<file path="src/rtl/display_pkg.sv">
`default_nettype none
// ============================================================================
// Module   : display_pkg
// Purpose  : Shared constants and types for the result display.
// Revision : 1.0
// ============================================================================
package display_pkg;

    typedef logic [1:0] digit_idx_t;

    typedef enum logic {
        PH_BLANK = 1'b0,
        PH_DRIVE = 1'b1
    } phase_t;

    localparam logic [6:0] SEG_BLANK = 7'h7F;

    // Element [n] is the active-low {g,f,e,d,c,b,a} pattern for hex digit n.
    localparam logic [15:0][6:0] SEG_TABLE = {
        7'h0E, 7'h06, 7'h21, 7'h46, 7'h03, 7'h08, 7'h10, 7'h00,
        7'h78, 7'h02, 7'h12, 7'h19, 7'h30, 7'h24, 7'h79, 7'h40
    };

endpackage
`default_nettype wire

</file>
<file path="src/rtl/seg_decoder.sv">
`default_nettype none
// ============================================================================
// Module   : seg_decoder
// Purpose  : Combinational hex nibble to active-low seven-segment pattern.
// Revision : 1.0
// ============================================================================
module seg_decoder
    import display_pkg::*;
(
    input  logic [3:0] nibble,
    output logic [6:0] seg_n
);

    assign seg_n = SEG_TABLE[nibble];

endmodule
`default_nettype wire

</file>
<file path="src/rtl/result_display.sv">
`default_nettype none
// ============================================================================
// Module   : result_display
// Purpose  : Captures CPU results via valid/ack and scans them onto a
//            4-digit multiplexed active-low seven-segment display.
// Revision : 1.0
// ============================================================================
module result_display
    import display_pkg::*;
#(
    parameter int REFRESH_DIV  = 50000,
    parameter int BLANK_CYCLES = 2,
    parameter int LZ_BLANK     = 1
) (
    input  logic        clk,
    input  logic        rst_n,
    input  logic [15:0] result_data,
    input  logic        result_valid,
    output logic        result_ack,
    input  logic        show_result,
    input  logic [3:0]  input_echo,
    output logic [6:0]  seg_n,
    output logic        dp_n,
    output logic [3:0]  an_n
);

    localparam int                 c_cnt_w     = (REFRESH_DIV > 1) ? $clog2(REFRESH_DIV) : 1;
    localparam logic [c_cnt_w-1:0] c_slot_last = c_cnt_w'(REFRESH_DIV - 1);
    localparam logic [c_cnt_w-1:0] c_blank_end = c_cnt_w'(BLANK_CYCLES);
    localparam phase_t             c_phase_rst = (BLANK_CYCLES > 0) ? PH_BLANK : PH_DRIVE;

    logic [c_cnt_w-1:0] slot_cnt_q,  slot_cnt_d;
    digit_idx_t         digit_idx_q, digit_idx_d;
    phase_t             phase_q,     phase_d;
    logic [15:0]        disp_reg_q,  disp_reg_d;
    logic               result_ack_q, result_ack_d;
    logic [6:0]         seg_n_q,     seg_n_d;
    logic               dp_n_q,      dp_n_d;
    logic [3:0]         an_n_q,      an_n_d;

    logic [3:0]         w_nibble;
    logic [6:0]         w_seg;
    logic               w_lz;

    seg_decoder u_seg_decoder (
        .nibble (w_nibble),
        .seg_n  (w_seg)
    );

    // A digit is a leading zero when it and every more-significant nibble are zero.
    always_comb begin
        w_lz = 1'b0;
        case (digit_idx_q)
            2'd1:    w_lz = (disp_reg_q[15:4]  == 12'h000);
            2'd2:    w_lz = (disp_reg_q[15:8]  == 8'h00);
            2'd3:    w_lz = (disp_reg_q[15:12] == 4'h0);
            default: w_lz = 1'b0;
        endcase
    end

    always_comb begin
        w_nibble     = show_result ? disp_reg_q[{digit_idx_q, 2'b00} +: 4] : input_echo;

        slot_cnt_d   = (slot_cnt_q == c_slot_last) ? '0 : slot_cnt_q + 1'b1;
        digit_idx_d  = (slot_cnt_q == c_slot_last) ? digit_idx_q + 2'd1 : digit_idx_q;
        phase_d      = (slot_cnt_d < c_blank_end) ? PH_BLANK : PH_DRIVE;

        disp_reg_d   = result_valid ? result_data : disp_reg_q;
        result_ack_d = result_valid;

        an_n_d       = 4'hF;
        seg_n_d      = SEG_BLANK;
        dp_n_d       = 1'b1;
        if (phase_q == PH_DRIVE) begin
            an_n_d = ~(4'b0001 << digit_idx_q);
            if (show_result) begin
                if (!((LZ_BLANK != 0) && w_lz)) begin
                    seg_n_d = w_seg;
                end
            end else if (digit_idx_q == 2'd0) begin
                seg_n_d = w_seg;
                dp_n_d  = 1'b0;
            end
        end
    end

    always_ff @(posedge clk or negedge rst_n) begin
        if (!rst_n) begin
            slot_cnt_q   <= '0;
            digit_idx_q  <= 2'd0;
            phase_q      <= c_phase_rst;
            disp_reg_q   <= 16'h0000;
            result_ack_q <= 1'b0;
            seg_n_q      <= SEG_BLANK;
            dp_n_q       <= 1'b1;
            an_n_q       <= 4'hF;
        end else begin
            slot_cnt_q   <= slot_cnt_d;
            digit_idx_q  <= digit_idx_d;
            phase_q      <= phase_d;
            disp_reg_q   <= disp_reg_d;
            result_ack_q <= result_ack_d;
            seg_n_q      <= seg_n_d;
            dp_n_q       <= dp_n_d;
            an_n_q       <= an_n_d;
        end
    end

    assign result_ack = result_ack_q;
    assign seg_n      = seg_n_q;
    assign dp_n       = dp_n_q;
    assign an_n       = an_n_q;

endmodule
`default_nettype wire

</file>
<file path="config.mk">
export PLATFORM = sky130hd
export DESIGN_NAME = result_display
export DESIGN_NICKNAME = d
export VERILOG_FILES = /design/src/rtl/display_pkg.sv /design/src/rtl/seg_decoder.sv /design/src/rtl/result_display.sv
export SDC_FILE = /design/constraint.sdc
export NUM_CORES = 1
export LEC_CHECK = 0
export CAP_MARGIN = 10
export CORE_UTILIZATION = 50
export DETAILED_ROUTE_END_ITERATION = 8
export PLACE_DENSITY = 0.74
export REMOVE_ABC_BUFFERS = 1
export SETUP_SLACK_MARGIN = 0.1
export SYNTH_ARGS = -nofsm -noshare
export SYNTH_HDL_FRONTEND = slang
export SYNTH_SLANG_ARGS = --single-unit
</file>
<file path="constraint.sdc">
create_clock -name clk -period 3.74 [get_ports clk]
set_input_delay 0.748 -clock clk [delete_from_list [all_inputs] [get_ports clk]]
set_output_delay 0.748 -clock clk [all_outputs]
set_load 0.02 [all_outputs]
</file>
Word-level counts from Yosys, hierarchy flattened

Memory sizes are Yosys's and may differ from the RTL's.
Index checks and enable logic that the tools add are counted.

Eq/ne operators: 4
Reductions and logical operators: 4
Add/sub/neg operators: 2
Div/mod/pow operators: 0
$mul: 0
Bitwise operators: 1
Shift operators: 2
Muxes and demuxes: 13
Magnitude comparators: 2

Operator list:

| kind                                                | number |
|---|---|
| 2-to-1 mux 7 bit                                    | 5 |
| adder 16 x 1 -> 16 bit, second input constant       | 1 |
| equality test 16 bit, second input constant         | 1 |
| < comparator 16 x 2 -> 1 bit, second input constant | 1 |
| 2-to-1 mux 16 bit                                   | 1 |
| variable part select 16 x 5 -> 4 bit                | 1 |
| zero test 12 bit                                    | 1 |
| zero test 8 bit                                     | 1 |
| 2-to-1 mux 4 bit                                    | 2 |
| < comparator 4 x 5 -> 1 bit, second input constant  | 1 |
| equality test 2 bit, second input constant          | 2 |
| zero test 4 bit                                     | 1 |
| 2-to-1 mux 1 bit                                    | 4 |
| inverter 4 bit                                      | 1 |
| left shift 1 x 2 -> 4 bit, first input constant     | 1 |
| case mux 1 bit (3 select lines)                     | 1 |
| adder 2 x 1 -> 2 bit, second input constant         | 1 |
| equality test 2 x 1 -> 1 bit, second input constant | 1 |
| zero test 2 bit                                     | 1 |

Bits in read-only memories: 112
Bits in registers: 48
Output and inout bits: 13
Logic and storage cells: 37
Latch bits: 0
Memories: 1
Bits of input ports: 24
Memory bits (writable): 0

Memory list:

| name             | words | bits a word | rd ports | clocked after memory_dff | wr ports | RTL line          | RTL |
|---|---|---|---|---|---|---|---|
| (name not given) | 16    | 7           | 1        | 0                        | 0        | seg_decoder.sv:14 | `assign seg_n = SEG_TABLE[nibble];` |

Depth between registers and ports, before layout

Gate-level depths: netlist of the first run.

Word-level depth: 7
Depth in mapped cells: 9
Gate-level depth less buffers: 8

By module

A second synthesis of the first run with hierarchy kept.

Cells, all modules: 222
Area, all modules: 2558.7 um^2

Modules (own cells, without submodules):

| module         | cells each | sequential area each (um^2) | area an instance (um^2) | times used |
|---|---|---|---|---|
| result_display | 190        | 1216.2                      | 2283.4                  | 1 |
| seg_decoder    | 32         | 0.0                         | 275.3                   | 1 |

Worst setup path before layout of the first run

No wires, ideal clock.

Path type: flip-flop to flip-flop
From: register digit_idx_q[0]
To: register seg_n_q[5] (netlist: seg_n[5])
Required time: 3.651 ns
Data arrival time: 2.078 ns
Cell stages (with the launch flop): 8
Clock period less this slack: 2.167 ns
Setup slack: 1.573 ns
Path buffers: 0
Library setup time: 0.089 ns
Cells stage by stage: dfrtp_1 > mux4_2 > mux2i_1 > inv_1 > ha_1 > mux2_1 > nand2_1 > o211ai_1

Word-level cells in the longest chain between the ends: 7
Elaborated cells on any way between the ends: 13
Classes of those cells: 3 x eq/ne; 1 x shift; 7 x mux; 1 x reduce/logical; 1 x memory

Ends and longest elaborated chain:

| element                                    | RTL line                                   | RTL |
|---|---|---|
| from (decl)                                | result_display.sv:33                       | `digit_idx_t digit_idx_q, digit_idx_d;` |
| from (signal assigned)                     | result_display.sv:99                       | `digit_idx_q <= digit_idx_d;` |
| variable part select 16 x 5 -> 4 bit       | result_display.sv:62                       | `w_nibble = show_result ? disp_reg_q[{digit_idx_q, 2'b00} +: 4] : input_echo;` |
| 2-to-1 mux 4 bit                           | result_display.sv:62                       |  |
| memory (16 x 7 bit)                        | --                                         |  |
| 2-to-1 mux 7 bit (not written as such)     | seg_decoder.sv:14                          |  |
| 2-to-1 mux 7 bit, on equally long branches | result_display.sv:80, result_display.sv:77 |  |
| 2-to-1 mux 7 bit (*)                       | result_display.sv:76                       | `if (show_result) begin` |
| 2-to-1 mux 7 bit (*)                       | result_display.sv:74                       | `if (phase_q == PH_DRIVE) begin` |
| via seg_n_d[5]                             | result_display.sv:37                       | `logic [6:0] seg_n_q, seg_n_d;` |
| to (signal assigned)                       | result_display.sv:103                      | `seg_n_q <= seg_n_d;` |
| to (decl)                                  | result_display.sv:37                       |  |

The timed path passes the listed nets; every way through them passes the cells marked *. The select of a mux whose other input is x is not followed.
A chain may end at the register's enable or synchronous reset.

Worst setup path in the final report of the first run

From: input port show_result
To: register seg_n_q[3] (netlist: seg_n[3])

Word-level cells in the longest chain between the ends: 6
Elaborated cells on any way between the ends: 7
Classes of those cells: 6 x mux; 1 x memory

Ends and longest elaborated chain:

| element                                    | RTL line                                   | RTL |
|---|---|---|
| from (decl)                                | result_display.sv:20                       | `input logic show_result,` |
| 2-to-1 mux 4 bit                           | result_display.sv:62                       |  |
| memory (16 x 7 bit)                        | --                                         |  |
| 2-to-1 mux 7 bit (not written as such)     | seg_decoder.sv:14                          |  |
| 2-to-1 mux 7 bit, on equally long branches | result_display.sv:80, result_display.sv:77 |  |
| 2-to-1 mux 7 bit (*)                       | result_display.sv:76                       |  |
| 2-to-1 mux 7 bit (*)                       | result_display.sv:74                       |  |
| via seg_n_d[3]                             | result_display.sv:37                       |  |

Marks and branches as above.

==> impl_metrics.json, run 1 <==
{
  "std_cell_rows": 25,
  "cts-buffers-inserted": 5,
  "setup_viol": 0,
  "cp_slowest_cell": "clkdlybuf4s50_1",
  "placed_area_um2": 2944,
  "report.power.total_w": 0.001070,
  "overflow": 0,
  "grt_max_degree": 49,
  "clk_latency_ps": 310,
  "hpwl_um": 3652,
  "finalSetupTns_ps": 0,
  "vdd_drop_max_mv": 0.2076,
  "postCtsSetupBuffers": 0,
  "viasPerCell": 5.451,
  "htreeDepth": 2,
  "worstHoldStart": "phase_q",
  "final_cell_area_um2": 3042,
  "seq_area_frac_synth_pct": 47.95,
  "drive_above_1_share_pct": 18.28,
  "layout_commonest_cell": "dfrtp_1",
  "io_pins": 37,
  "multi_input_area_um2": 1247,
  "cellPowerDensity_nw_per_um2": 351.7,
  "relSlewSlack_pct": 31.88,
  "num_antenna_cells": 0,
  "antenna_left": 0,
  "arrival_ps": 2780,
  "dieArea_um2": 5361,
  "fp.dieH_um": 73.22,
  "hold_viol_final": 0,
  "worst-path-max-fanout": 9,
  "r2r_end": "seg_n[3]",
  "cts_tree": "yes",
  "rrSetupSlack_ps": 1290,
  "cp-startpoint": "show_result",
  "leakage_nw": 1.228,
  "rsz0062_at_grt": "no",
  "worstPathRequired_ps": 3970,
  "routedWlPerCell_um": 14.64,
  "skew_ps": 13.29,
  "final.min_clock_period_ps": 2555,
  "ys_warn_count": 0,
  "avgSynthCellArea_um2": 10.98,
  "firstDrtPassIters": 4,
  "critPathLaunchType": "primary input",
  "start_util_pct": 52.65,
  "num_vias": 1826,
  "grt_pass1_vias": 1774,
  "portBuffers": 36,
  "worstMarginPinSlew_ps": 1022,
  "ys_types": 45,
  "cts_buffer_depth": 2,
  "fmaxAchievable_mhz": 391.3,
  "ff2ff_path_depth": 7,
  "rr_startpoint": "digit_idx_q[0]",
  "core_um2": 4817,
  "cp_cell_sequence": "clkdlybuf4s50_1, mux2i_1, inv_1, ha_1, mux2_1, nor2_1, o21ai_1",
  "maxCapViolCount": 0,
  "synth_area_um2": 2536,
  "grt_pass1_wl_um": 8342,
  "cp_top_family": "multiplexers",
  "fillers": 419,
  "cpPeakStageDelay_ps": 640,
  "ys_ff_latch": 48,
  "syn2layout_area_growth_pct": 19.93,
  "cts.sinks": 48,
  "wl_um": 4905,
  "regArea_um2": 1216,
  "critPathBufInv": 2,
  "synthCells": 231,
  "cts-root-buf": "clkbuf_8",
  "die_w_um": 73.22,
  "whs_endpoint": "an_n[2]",
  "finalMaxSlewViolations": 0,
  "period_share_pct": 68.33,
  "outcome": "finished clean",
  "layout_common_cells": "dfrtp_1, clkdlybuf4s50_1, nor2_1",
  "grt_antenna_before_repair": 0,
  "grtUsageTotal_pct": 20.98,
  "holdPathStages": 1,
  "hold_class": "reg2reg",
  "clk_pin_slew_worst_paths_ps": 90,
  "endpoint_kind": "flop",
  "fin_util_pct": 63.14,
  "place.gp.congestion": 0.8803,
  "path_class": "in2reg",
  "cts_hold_buf": 0,
  "fin_nets": 303,
  "drc": 0,
  "cts_resized": 0,
  "drt-initial-drc-count": 103
}
## cell usage after synthesis
library cell	count	area (um2)
a2111oi_2	2	30.03
a211o_1	1	8.760
a211oi_1	1	7.510
a21oi_1	4	20.02
a31o_2	1	8.760
and2_1	2	12.51
and4_1	2	17.52
and4b_1	1	10.01
buf_2	4	20.02
buf_4	1	7.510
clkbuf_1	3	11.26
dfrtp_1	36	900.9
dfstp_2	12	315.3
ha_1	12	150.1
inv_1	8	30.03
inv_2	1	3.750
mux2_1	2	22.52
mux2_2	17	191.4
mux2i_1	7	70.07
mux4_2	2	45.04
nand2_1	18	67.56
nand2b_1	4	25.02
nand3_1	12	60.06
nand3b_1	1	7.510
nand4_1	4	25.02
nand4b_1	1	8.760
nand4bb_1	1	11.26
nor2_1	20	75.07
nor2b_1	1	6.260
nor3_1	5	25.02
nor3_2	1	10.01
nor4_1	3	18.77
nor4b_1	1	8.760
o211ai_1	5	37.54
o21a_1	1	7.510
o21ai_0	4	20.02
o21ai_1	3	15.01
o221a_2	2	22.52
o221ai_1	4	35.03
o311ai_1	1	8.760
or2_1	3	18.77
or2_2	1	6.260
or3_1	3	18.77
xnor2_1	8	70.07
xor2_1	5	43.79
## worst register-to-register path: stages, from the launching register on
cell,delay (ps)
dfrtp_1,510
mux4_2,540
mux2i_1,430
inv_1,160
ha_1,260
mux2_1,300
nor2_1,90
o21ai_1,70
## registers in the layout, indices dropped and copies added (netlist names)
register and cells:
an_n 4, digit_idx_q 2, disp_reg_q 16, dp_n 1, phase_q 1, result_ack 1, seg_n 7, slot_cnt_q 16
## metrics by stage
stage,setup WS [ps],hold slack (ps),instances
after floorplan,1573,431.3,223
after global placement,960.9,469.4,327
after detailed placement,879.0,480.3,327
after CTS,1208,493.6,335
after global routing,1038,534.2,335
final,1185,498.0,335
## kinds of logic after synthesis
logic type / synth area share, %
adder cells (fa/ha/maj): 5.920
multiplexers: 12.97
buffers and inverters: 2.861
flip-flops: 47.95
XOR/XNOR: 4.489
AO/OA/AOI/OAI: 8.732
AND/OR/NAND/NOR: 17.07
## layout make-up
class / instances / share of cell area, %
multi-input cells: 166 / 41.01
flip-flops and latches: 48 / 39.98
repair buffers: 37 / 11.93
well taps: 67 / 2.756
clock buffers: 6 / 2.715
inverters: 9 / 1.111
clock inverters: 2 / 0.4936
## power breakdown
| part | switching [W] | total, W | internal, W |
|---|---|---|---|
| Sequential | 0.0000161 | 0.000575 | 0.000559 |
| Clock | 0.000175 | 0.000325 | 0.000150 |
| Combinational | 0.0000811 | 0.000170 | 0.0000884 |
| Total | 0.000272 | 0.00107 | 0.000797 |
## worst max-delay path by stage
stage,slack [ps],end,cells past startpoint
2_1_floorplan,1570,seg_n[5],7
3_3_place_gp,960,seg_n[5],7
3_5_place_dp,880,seg_n[3],7
4_1_cts,1210,seg_n[3],7
5_1_grt,1040,seg_n[3],7
6_report,1180,seg_n[3],7
## per-layer routing
metal / part of all wire [%] / track usage, % / wire (um)
met3: 3.0 / 4.834 / 149
met1: 49 / 28.89 / 2409
met2: 46 / 32.00 / 2233
met5: 0 / 0 / 0
met4: 2.3 / 8.497 / 112
No activity file was read; power rests on OpenSTA's default activity.
==> run 2: changes to the inputs <==
Clock period 3.74 ns to 2.45 ns, I/O delays scaled along.
==> impl_metrics.json, run 2 (same netlist as run 1, synthesis figures left out) <==
{
  "outcome": "finished clean",
  "hold_class": "in2async",
  "rr_startpoint": "digit_idx_q[0]",
  "hold_viol_final": 0,
  "antenna_left": 0,
  "std_cell_rows": 25,
  "overflow": 0,
  "num_vias": 1890,
  "cts_hold_buf": 0,
  "setup_viol": 0,
  "clk_pin_slew_worst_paths_ps": 90,
  "cts_tree": "yes",
  "io_pins": 37,
  "firstDrtPassIters": 4,
  "leakage_nw": 1.279,
  "fmaxAchievable_mhz": 455.7,
  "grt_pass1_wl_um": 8549,
  "period_share_pct": 89.56,
  "cp_top_family": "multiplexers",
  "r2r_end": "seg_n[5]",
  "arrival_ps": 2410,
  "fin_nets": 311,
  "layout_commonest_cell": "dfrtp_1",
  "cpPeakStageDelay_ps": 550,
  "cts_resized": 0,
  "grt_antenna_before_repair": 0,
  "cp_cell_sequence": "mux4_2, mux2_2, ha_1, mux2_1, nand2_1, o211ai_1",
  "finalMaxSlewViolations": 0,
  "viasPerCell": 5.510,
  "cts-root-buf": "clkbuf_8",
  "finalSetupTns_ps": 0,
  "skew_ps": 6.868,
  "vdd_drop_max_mv": 0.3706,
  "ff2ff_path_depth": 6,
  "start_util_pct": 52.65,
  "drive_above_1_share_pct": 20.65,
  "relSlewSlack_pct": 44.30,
  "path_class": "reg2reg",
  "routedWlPerCell_um": 14.09,
  "core_um2": 4817,
  "cts_buffer_depth": 2,
  "dieArea_um2": 5361,
  "grt_max_degree": 39,
  "wl_um": 4832,
  "critPathLaunchType": "flop",
  "drc": 0,
  "htreeDepth": 2,
  "worstPathRequired_ps": 2670,
  "postCtsSetupBuffers": 0,
  "cts-buffers-inserted": 5,
  "grtUsageTotal_pct": 21.17,
  "cts.sinks": 48,
  "clk_latency_ps": 300,
  "fp.dieH_um": 73.22,
  "worstMarginPinSlew_ps": 835.5,
  "hpwl_um": 3640,
  "crit_cells": 6,
  "num_antenna_cells": 0,
  "die_w_um": 73.22,
  "cp-startpoint": "digit_idx_q[0]",
  "setup_slack_ps": 255.7,
  "endpoint_kind": "flop",
  "rsz0062_at_grt": "no",
  "grt_pass1_vias": 1847,
  "cp_slowest_cell": "mux4_2",
  "rrSetupSlack_ps": 260,
  "critPathBufInv": 0,
  "portBuffers": 36,
  "place_ws_ps": 81.60,
  "cellPowerDensity_nw_per_um2": 551.2,
  "drt-initial-drc-count": 58,
  "syn2layout_area_growth_pct": 22.84,
  "place.gp.congestion": 0.9071,
  "layout_common_cells": "dfrtp_1, clkdlybuf4s50_1, nor2_1",
  "final.min_clock_period_ps": 2194,
  "fillers": 404,
  "worst-path-max-fanout": 7,
  "maxCapViolCount": 0
}
[run 2: power breakdown]
group          internal (W)  switching [W]
clock network      0.000302       0.000273
logic              0.000141       0.000123
registers          0.000853      0.0000243
[run 2: area by class of cell]
cell class / count / area (um2) / area share [%]
sequential: 48 / 1216 / 39.04
multi-input combinational: 166 / 1247 / 40.04
tap: 67 / 83.83 / 2.691
timing repair buffer: 45 / 422.9 / 13.57
clock buffer: 5 / 68.82 / 2.209
clock inverter: 3 / 42.54 / 1.365
inverter: 9 / 33.78 / 1.084
[run 2: per-layer routing]
metal | vias up | GRT usage, % | share of wire, %
li1 | 907 | - | -
met1 | 934 | 29.62 | 49
met2 | 41 | 32.61 | 46
met3 | 8 | 3.729 | 3.3
met4 | 0 | 8.497 | 1.6
met5 | - | 0 | 0
[run 2: how the worst max path moves through the flow]
stage                     endpoint  slack (ps)
after floorplan           seg_n[5]         280
after global placement    seg_n[5]         130
after detailed placement  seg_n[5]          80
after CTS                 seg_n[5]         250
after global routing      seg_n[5]         110
final                     seg_n[5]         260
[run 2: stage by stage]
| step | total power [W] | cells | hold WS (ps) | utilization (%) | instance area [um2] |
|---|---|---|---|---|---|
| finish | 0.001717 | 343 | 274.0 | 64.68 | 3115 |
| global placement | 0.001153 | 335 | 472.5 | 62.36 | 3004 |
| global route | 0.001802 | 343 | 334.1 | 64.68 | 3115 |
| detailed placement | 0.001160 | 335 | 483.7 | 62.36 | 3004 |
| CTS | 0.001733 | 343 | 306.9 | 64.68 | 3115 |
| floorplan | 0.001024 | 223 | 194.4 | - | 2497 |
[run 2: worst reg2reg max path: cells and delay by family, from the launching register on]
family / cells / cell delay [ps]
DFF: 1 / 510
and+or+nand+nor: 1 / 70
AOI/OAI and AO/OA: 1 / 80
adders and majority gates: 1 / 250
muxes: 3 / 1200
==> run 3: changes to the inputs <==
Settings changed: PLACE_DENSITY 0.74 to 0.83.
Clock period 2.45 ns to 2.5 ns, I/O delays scaled along.
==> impl_metrics.json, run 3 (same netlist as run 1, synthesis figures left out) <==
{
  "outcome": "finished clean",
  "drive_above_1_share_pct": 19.78,
  "path_class": "reg2reg",
  "rrSetupSlack_ps": 260,
  "hpwl_um": 3737,
  "p_int_w": 0.001173,
  "viasPerCell": 5.565,
  "cts_tree": "yes",
  "cts-buffers-inserted": 5,
  "rsz0062_at_grt": "no",
  "worstPathRequired_ps": 2670,
  "skew_ps": 3.769,
  "num_vias": 1892,
  "finalSetupTns_ps": 0,
  "fmaxAchievable_mhz": 446.8,
  "cts_buffer_depth": 2,
  "wl_um": 5175,
  "switching_share_pct": 26.99,
  "layout_common_cells": "dfrtp_1, clkdlybuf4s50_1, nor2_1",
  "p_sw_w": 0.0004335,
  "grt_max_degree": 38,
  "postCtsSetupBuffers": 0,
  "hold_viol_final": 0,
  "grt_pass1_vias": 1939,
  "syn2layout_area_growth_pct": 21.21,
  "worst-path-max-fanout": 8,
  "cts.sinks": 48,
  "vdd_drop_max_mv": 0.3682,
  "final.min_clock_period_ps": 2238,
  "fin_nets": 308,
  "drc": 0,
  "die_w_um": 73.22,
  "pwr-share-clk_pct": 29.9,
  "dieArea_um2": 5361,
  "drt-initial-drc-count": 92,
  "endpoint_kind": "flop",
  "setup_viol": 0,
  "layout_commonest_cell": "dfrtp_1",
  "htreeDepth": 2,
  "report.power.total_w": 0.001606,
  "overflow": 0,
  "std_cell_rows": 25,
  "grt_pass1_wl_um": 8756,
  "routedWlPerCell_um": 15.22,
  "relSlewSlack_pct": 46.17,
  "arrival_ps": 2410,
  "cts_resized": 0,
  "fp.dieH_um": 73.22,
  "worstMarginPinSlew_ps": 807.4,
  "grt_antenna_before_repair": 0,
  "share_comb_of_total_power_pct": 16.4,
  "hold_class": "in2async",
  "clk_latency_ps": 310,
  "critPathLaunchType": "flop",
  "cts_hold_buf": 0,
  "grtUsageTotal_pct": 21.53,
  "maxCapViolCount": 0,
  "period_share_pct": 89.52,
  "clk_pin_slew_worst_paths_ps": 90,
  "seq_power_share_pct": 53.6,
  "place.gp.congestion": 0.8799,
  "cts-root-buf": "clkbuf_8",
  "cellPowerDensity_nw_per_um2": 522.5,
  "firstDrtPassIters": 4,
  "num_antenna_cells": 0,
  "io_pins": 37,
  "portBuffers": 36,
  "leakage_nw": 1.250,
  "core_um2": 4817,
  "start_util_pct": 52.65,
  "finalMaxSlewViolations": 0,
  "antenna_left": 0
}
-- run 3: cell types whose count changed in the layout (fill, tap and decap cells not counted) --
cell | before | now
buf_4 | 9 | 6
bufinv_16 | 1 | 0
clkinv_2 | 1 | 0
clkinv_4 | 0 | 1
clkinvlp_4 | 1 | 2
-- run 3: critical path, stage by stage (launching register included) --
cell and delay [ps]:
dfrtp_1 450, ha_1 380, nand3_1 260, nor4b_1 310, o311ai_1 160, a2111oi_2 400, o211ai_1 130
-- run 3: layout make-up --
cell class / count / area, um2
repair buffers: 42 / 400.4
clock buffers: 5 / 68.82
inverters: 9 / 33.78
multi-input cells: 166 / 1247
well taps: 67 / 83.83
clock inverters: 3 / 23.77
flip-flops and latches: 48 / 1216
fillers: 387 / 1743
-- run 3: power by group through the flow --
stage	clock, W	combinational (W)	sequential, W
floorplan	0	0.000105	0.000898
global placement	0	0.000254	0.000873
detailed placement	0	0.000263	0.000876
CTS	0.000487	0.000264	0.000862
global route	0.000522	0.000287	0.000867
finish	0.000481	0.000264	0.000862
-- run 3: metal layers --
| layer | track usage (%) | routed length (um) | vias to the layer above |
|---|---|---|---|
| li1 | - | - | 903 |
| met1 | 27.95 | 2376 | 927 |
| met2 | 35.29 | 2488 | 52 |
| met3 | 4.834 | 209 | 10 |
| met4 | 7.843 | 100 | 0 |
| met5 | 0 | 0 | - |
-- run 3: worst paths after layout --
kind	from	end	depth (start not counted)
setup / recovery	slot_cnt_q[0]	phase_q	6
hold / removal	rst_n	slot_cnt_q[12]	1
setup reg to reg	slot_cnt_q[0]	phase_q	6
hold reg to reg	phase_q	an_n[1]	1
max in group asynchronous	rst_n	an_n[1]	2
min in group clk	phase_q	an_n[1]	1
-- run 3: metrics by stage --
| stage | cells | setup slack, ps | area [um2] | utilization [%] | hold WS [ps] |
|---|---|---|---|---|---|
| after floorplan | 223 | 333.1 | 2497 | - | 204.4 |
| after global placement | 332 | 169.6 | 2982 | 61.90 | 466.8 |
| after detailed placement | 332 | 118.8 | 2982 | 61.90 | 461.3 |
| after CTS | 340 | 279.1 | 3074 | 63.82 | 304.6 |
| after global routing | 340 | 114.1 | 3074 | 63.82 | 344.0 |
| final | 340 | 262.0 | 3074 | 63.82 | 274.1 |
==> RTL edit 1, RTL diff (flow settings as in run 2) <==
Change the parameter `REFRESH_DIV` from 50000 to 25000.
--- a/src/rtl/result_display.sv
+++ b/src/rtl/result_display.sv
@@ -8,7 +8,7 @@
 module result_display
     import display_pkg::*;
 #(
-    parameter int REFRESH_DIV  = 50000,
+    parameter int REFRESH_DIV  = 25000,
     parameter int BLANK_CYCLES = 2,
     parameter int LZ_BLANK     = 1
 ) (
Formal check against the unedited RTL: same outputs for any inputs over 10 cycles, from zero or initial values and one cycle with rst_n low; that may be too few to reach the edited logic, so the function may still have changed.
==> RTL edit 1 against run 2 <==
First-iteration DRC count up 12%; count of clock-buffer cells in the layout up 2; combinational power about the same; sequential share of layout area down 0.32 points; cell area down 1.2%; sequential cell count down 1; power down 2.2%; fmax up 0.83%; via count down 5.4%; synthesized area down 1.5%; setup slack better by 0.018 ns; routed wire length down 2.9%; die area down 1.5%; critical endpoint is now digit_idx_q[1].
==> RTL edit 1: results (changes against run 2) <==
[status]
run_status = finished, final reports clean

[synthesis]
synth_adder_area_share_pct = 6.01  ; +0.092 points
synth-xor-area-share_pct = 6.31  ; +1.8 points
synth_compound_area_share_pct = 8.92  ; +0.19 points
muxShareOfSynthArea_pct = 13.2  ; +0.25 points
yosysSeqAreaShare_pct = 47.7  ; -0.26 points
syn-cell-area_um2 = 2500  ; -1.5%
synth.top_cells.by_count = dfrtp_1 (35), mux2_2 (20), nor2_1 (17)

[critical_path]
max_stage_delay_ns = 0.51  ; -0.04 ns
cp-startpoint = slot_cnt_q[13]
cp_slowest_cell = or4_1
r2r-end = digit_idx_q[1]
r2r_slack_ns = 0.27  ; +0.02 ns
path_max_fanout = 4  ; -3
r2r_cells = 5  ; -1

[routing]
vias_per_cell = 5.34  ; -3.1%
drt_wl_total_mm = 4.69  ; -2.9%
first_iter_violations = 65  ; +12%

[global_route]
grt_pass1_vias = 1730  ; -6.3%
gr-usage-all-layers_pct = 19.9  ; -1.3 points
grt_pass1_wl_mm = 8.09  ; -5.3%
grt_max_degree = 22  ; -44%

[sta]
hold_ws_ns = 0.0540  ; -0.220 ns
slew_headroom_pct = 57.5  ; +13 points
period_needed_ns = 2.18  ; -0.0180 ns
clock_skew_ns = 0.00958  ; +0.00271 ns

[pwr]
combinationalPowerShare_pct = 15.8  ; +0.4 points
p_total_mw = 1.68  ; -2.2%
p_sw_share_pct = 23.4  ; -1.0 points
p_leak_nw = 1.26  ; -1.5%

[placed_design]
hpwl_mm = 3.54  ; -2.6%
placed_cells = 327  ; -2.4%
pre_cts_ws_ns = 0.199  ; +0.117 ns

[layout]
clkbuf_count = 7  ; +2
clk_share_pct = 3.46  ; -0.12 points
multi_input_area_um2 = 1220  ; -2.2%
drive_above_1_share_pct = 23.1  ; +2.5 points
multi_input_gates = 157  ; -5.4%
nets = 303  ; -2.6%
finalInstanceArea_um2 = 3080  ; -1.2%

[RTL edit 1: cell count changes after synthesis, sizes merged, moves of 3 or more]
| cell | change |
|---|---|
| nand2 | -3 |
| xnor2 | +4 |
| clkbuf | +4 |
| nor2 | -3 |
| nor3 | -3 |
| nand3 | -4 |
[RTL edit 1: what timing repair did]
item,in CTS,in global routing
hold buffers,0,0
resized for setup,0,1
endpoints found under the setup margin,0,1
[RTL edit 1: per-layer routing]
metal | part of all wire, % | track usage, %
met5 | 0 | 0
met4 | 1.0 | 6.54
met3 | 3.2 | 3.73
met2 | 48 | 32.3
met1 | 48 | 27.0
[RTL edit 1: worst max-delay path, delay by kind of cell (launching register included)]
kind / cells / cell delay (ns)
flops: 1 / 0.42
simple gates: 3 / 1.22
buf+inv: 1 / 0.07
mux: 1 / 0.37
[RTL edit 1: cells by family after synthesis]
family / count (synthesis)
xor gates and xnor gates: 18
and+or+nand+nor: 69
AOI/OAI and AO/OA: 30
adders and majority gates: 12
DFF: 47
buffers and inverters: 21
muxes: 28
==> RTL edit 2, RTL diff (flow settings as in run 2) <==
Made on the original files. Put one more register stage on the output `seg_n`, with the module's reset. The value now appears one clock later. The other outputs are not delayed to match.
--- a/src/rtl/result_display.sv
+++ b/src/rtl/result_display.sv
@@ -28,6 +28,8 @@
     localparam logic [c_cnt_w-1:0] c_slot_last = c_cnt_w'(REFRESH_DIV - 1);
     localparam logic [c_cnt_w-1:0] c_blank_end = c_cnt_w'(BLANK_CYCLES);
     localparam phase_t             c_phase_rst = (BLANK_CYCLES > 0) ? PH_BLANK : PH_DRIVE;
+
+    logic [6:0] seg_n_c;
 
     logic [c_cnt_w-1:0] slot_cnt_q,  slot_cnt_d;
     digit_idx_t         digit_idx_q, digit_idx_d;
@@ -107,9 +109,17 @@
     end
 
     assign result_ack = result_ack_q;
-    assign seg_n      = seg_n_q;
+    assign seg_n_c    = seg_n_q;
     assign dp_n       = dp_n_q;
     assign an_n       = an_n_q;
+
+    always_ff @(posedge clk or negedge rst_n) begin
+        if (!rst_n) begin
+            seg_n <= '0;
+        end else begin
+            seg_n <= seg_n_c;
+        end
+    end
 
 endmodule
 `default_nettype wire
Formal check against the unedited RTL: not equivalent (Yosys sat finds a counterexample within 4 cycles, from zero or initial values and one cycle with rst_n low).
==> RTL edit 2 against run 2 <==
Via count rose by 1.1%; clock power is 11% lower; synthesized area is 6.9% higher; critical path depth unchanged; routed wire length up 2.8%; setup slack better by 0.087 ns; cell area rose by 5.7%; power rose by 4.7%; sequential cell count increased by 7.
==> RTL edit 2: results (changes against run 2) <==
[layout]
clkbuf_count = 6  ; +1
seq_share_pct = 42.3  ; +3.2 points
nFillCells = 419  ; +3.7%
clk_share_pct = 2.93  ; -0.65 points
buffer_area_share_pct = 13.2  ; -0.35 points
drive_above_1_share_pct = 20.1  ; -0.51 points
multi_input_area_share_pct = 37.9  ; -2.1 points
nets = 318  ; +2.3%
finalInstanceArea_um2 = 3290  ; +5.7%

[routing]
drt_wl_total_mm = 4.97  ; +2.8%
vias_per_cell = 5.41  ; -1.8%
first_iter_violations = 82  ; +41%

[global_route]
grt_pass1_vias = 1783  ; -3.5%
grt_pass1_wl_mm = 8.31  ; -2.8%
grt_max_degree = 30  ; -23%
gr-usage-all-layers_pct = 19.4  ; -1.8 points

[synthesis]
muxShareOfSynthArea_pct = 12.1  ; -0.84 points
yosys_register_bits = 55  ; +15%
synth_adder_area_share_pct = 5.54  ; -0.38 points
synth_compound_area_share_pct = 8.17  ; -0.56 points
synth.top_cells.by_count = dfrtp_1 (43), nor2_1 (20), nand2_1 (18)
synth-xor-area-share_pct = 4.20  ; -0.29 points
synth_area_leaders = dfrtp_1 (40%), dfstp_2 (12%), mux2_2 (7.1%)

[pwr]
p_leak_nw = 1.37  ; +7.0%
max-vdd-ir-drop_mv = 0.303  ; -18%

[placed_design]
hpwl_mm = 3.81  ; +4.7%
place.gp.congestion = 0.826  ; -9.0%
dpl_cell_area_um2 = 3200  ; +6.4%

[sta]
clock_skew_ns = 0.00989  ; +0.00302 ns
slew_headroom_pct = 59.6  ; +15 points

[status]
run_status = finished, final reports clean

[critical_path]
critPathArrivalTime_ns = 2.33  ; -0.08 ns
r2r-end = seg_n_c[5]

==> RTL edit 2: cell types whose count changed after synthesis, sizes merged <==
cell	run 2	this run
dfrtp	36	43
==> RTL edit 2: how the worst max path moves through the flow <==
stage | start | endpoint | slack, ns
finish | digit_idx_q[0] | seg_n_c[5] | 0.34
global route | digit_idx_q[0] | seg_n_c[5] | 0.26
CTS | digit_idx_q[0] | seg_n_c[5] | 0.36
detailed placement | show_result | seg_n_c[3] | 0.08
global placement | show_result | seg_n_c[5] | 0.11
floorplan | digit_idx_q[0] | seg_n_c[5] | 0.28
==> RTL edit 2: through the flow <==
stage                     util (%)  power [mW]  hold slack [ns]  setup WS (ns)  cells
final                         63.6        1.80            0.192          0.343    353
after CTS                     63.6        1.82            0.210          0.359    353
after global placement        61.8        1.30            0.380          0.114    345
after detailed placement      61.8        1.30            0.381         0.0843    345
after floorplan                  -        1.16            0.194          0.283    230
after global routing          63.6        1.88            0.241          0.258    353
==> RTL edit 2: layer usage <==
layer,global-route usage (%),vias to the layer above,wire length (um)
li1,-,937,-
met1,26.9,921,2260
met2,31.3,46,2470
met3,3.31,7,174
met4,5.97,0,60
met5,0,-,0
==> RTL edit 2: power breakdown <==
group	total (mW)	leakage, nW	switching, mW	internal, mW
clock network	0.514	0.0516	0.283	0.232
logic	0.267	0.660	0.125	0.142
registers	1.02	0.658	0.0291	0.988
==> RTL edit 2: critical path, stage by stage (launching register included) <==
cell      delay [ns]
dfrtp_1         0.43
mux4_2          0.53
mux2_2          0.34
ha_1            0.26
mux2_1          0.31
nand2_1         0.07
o211ai_1        0.08
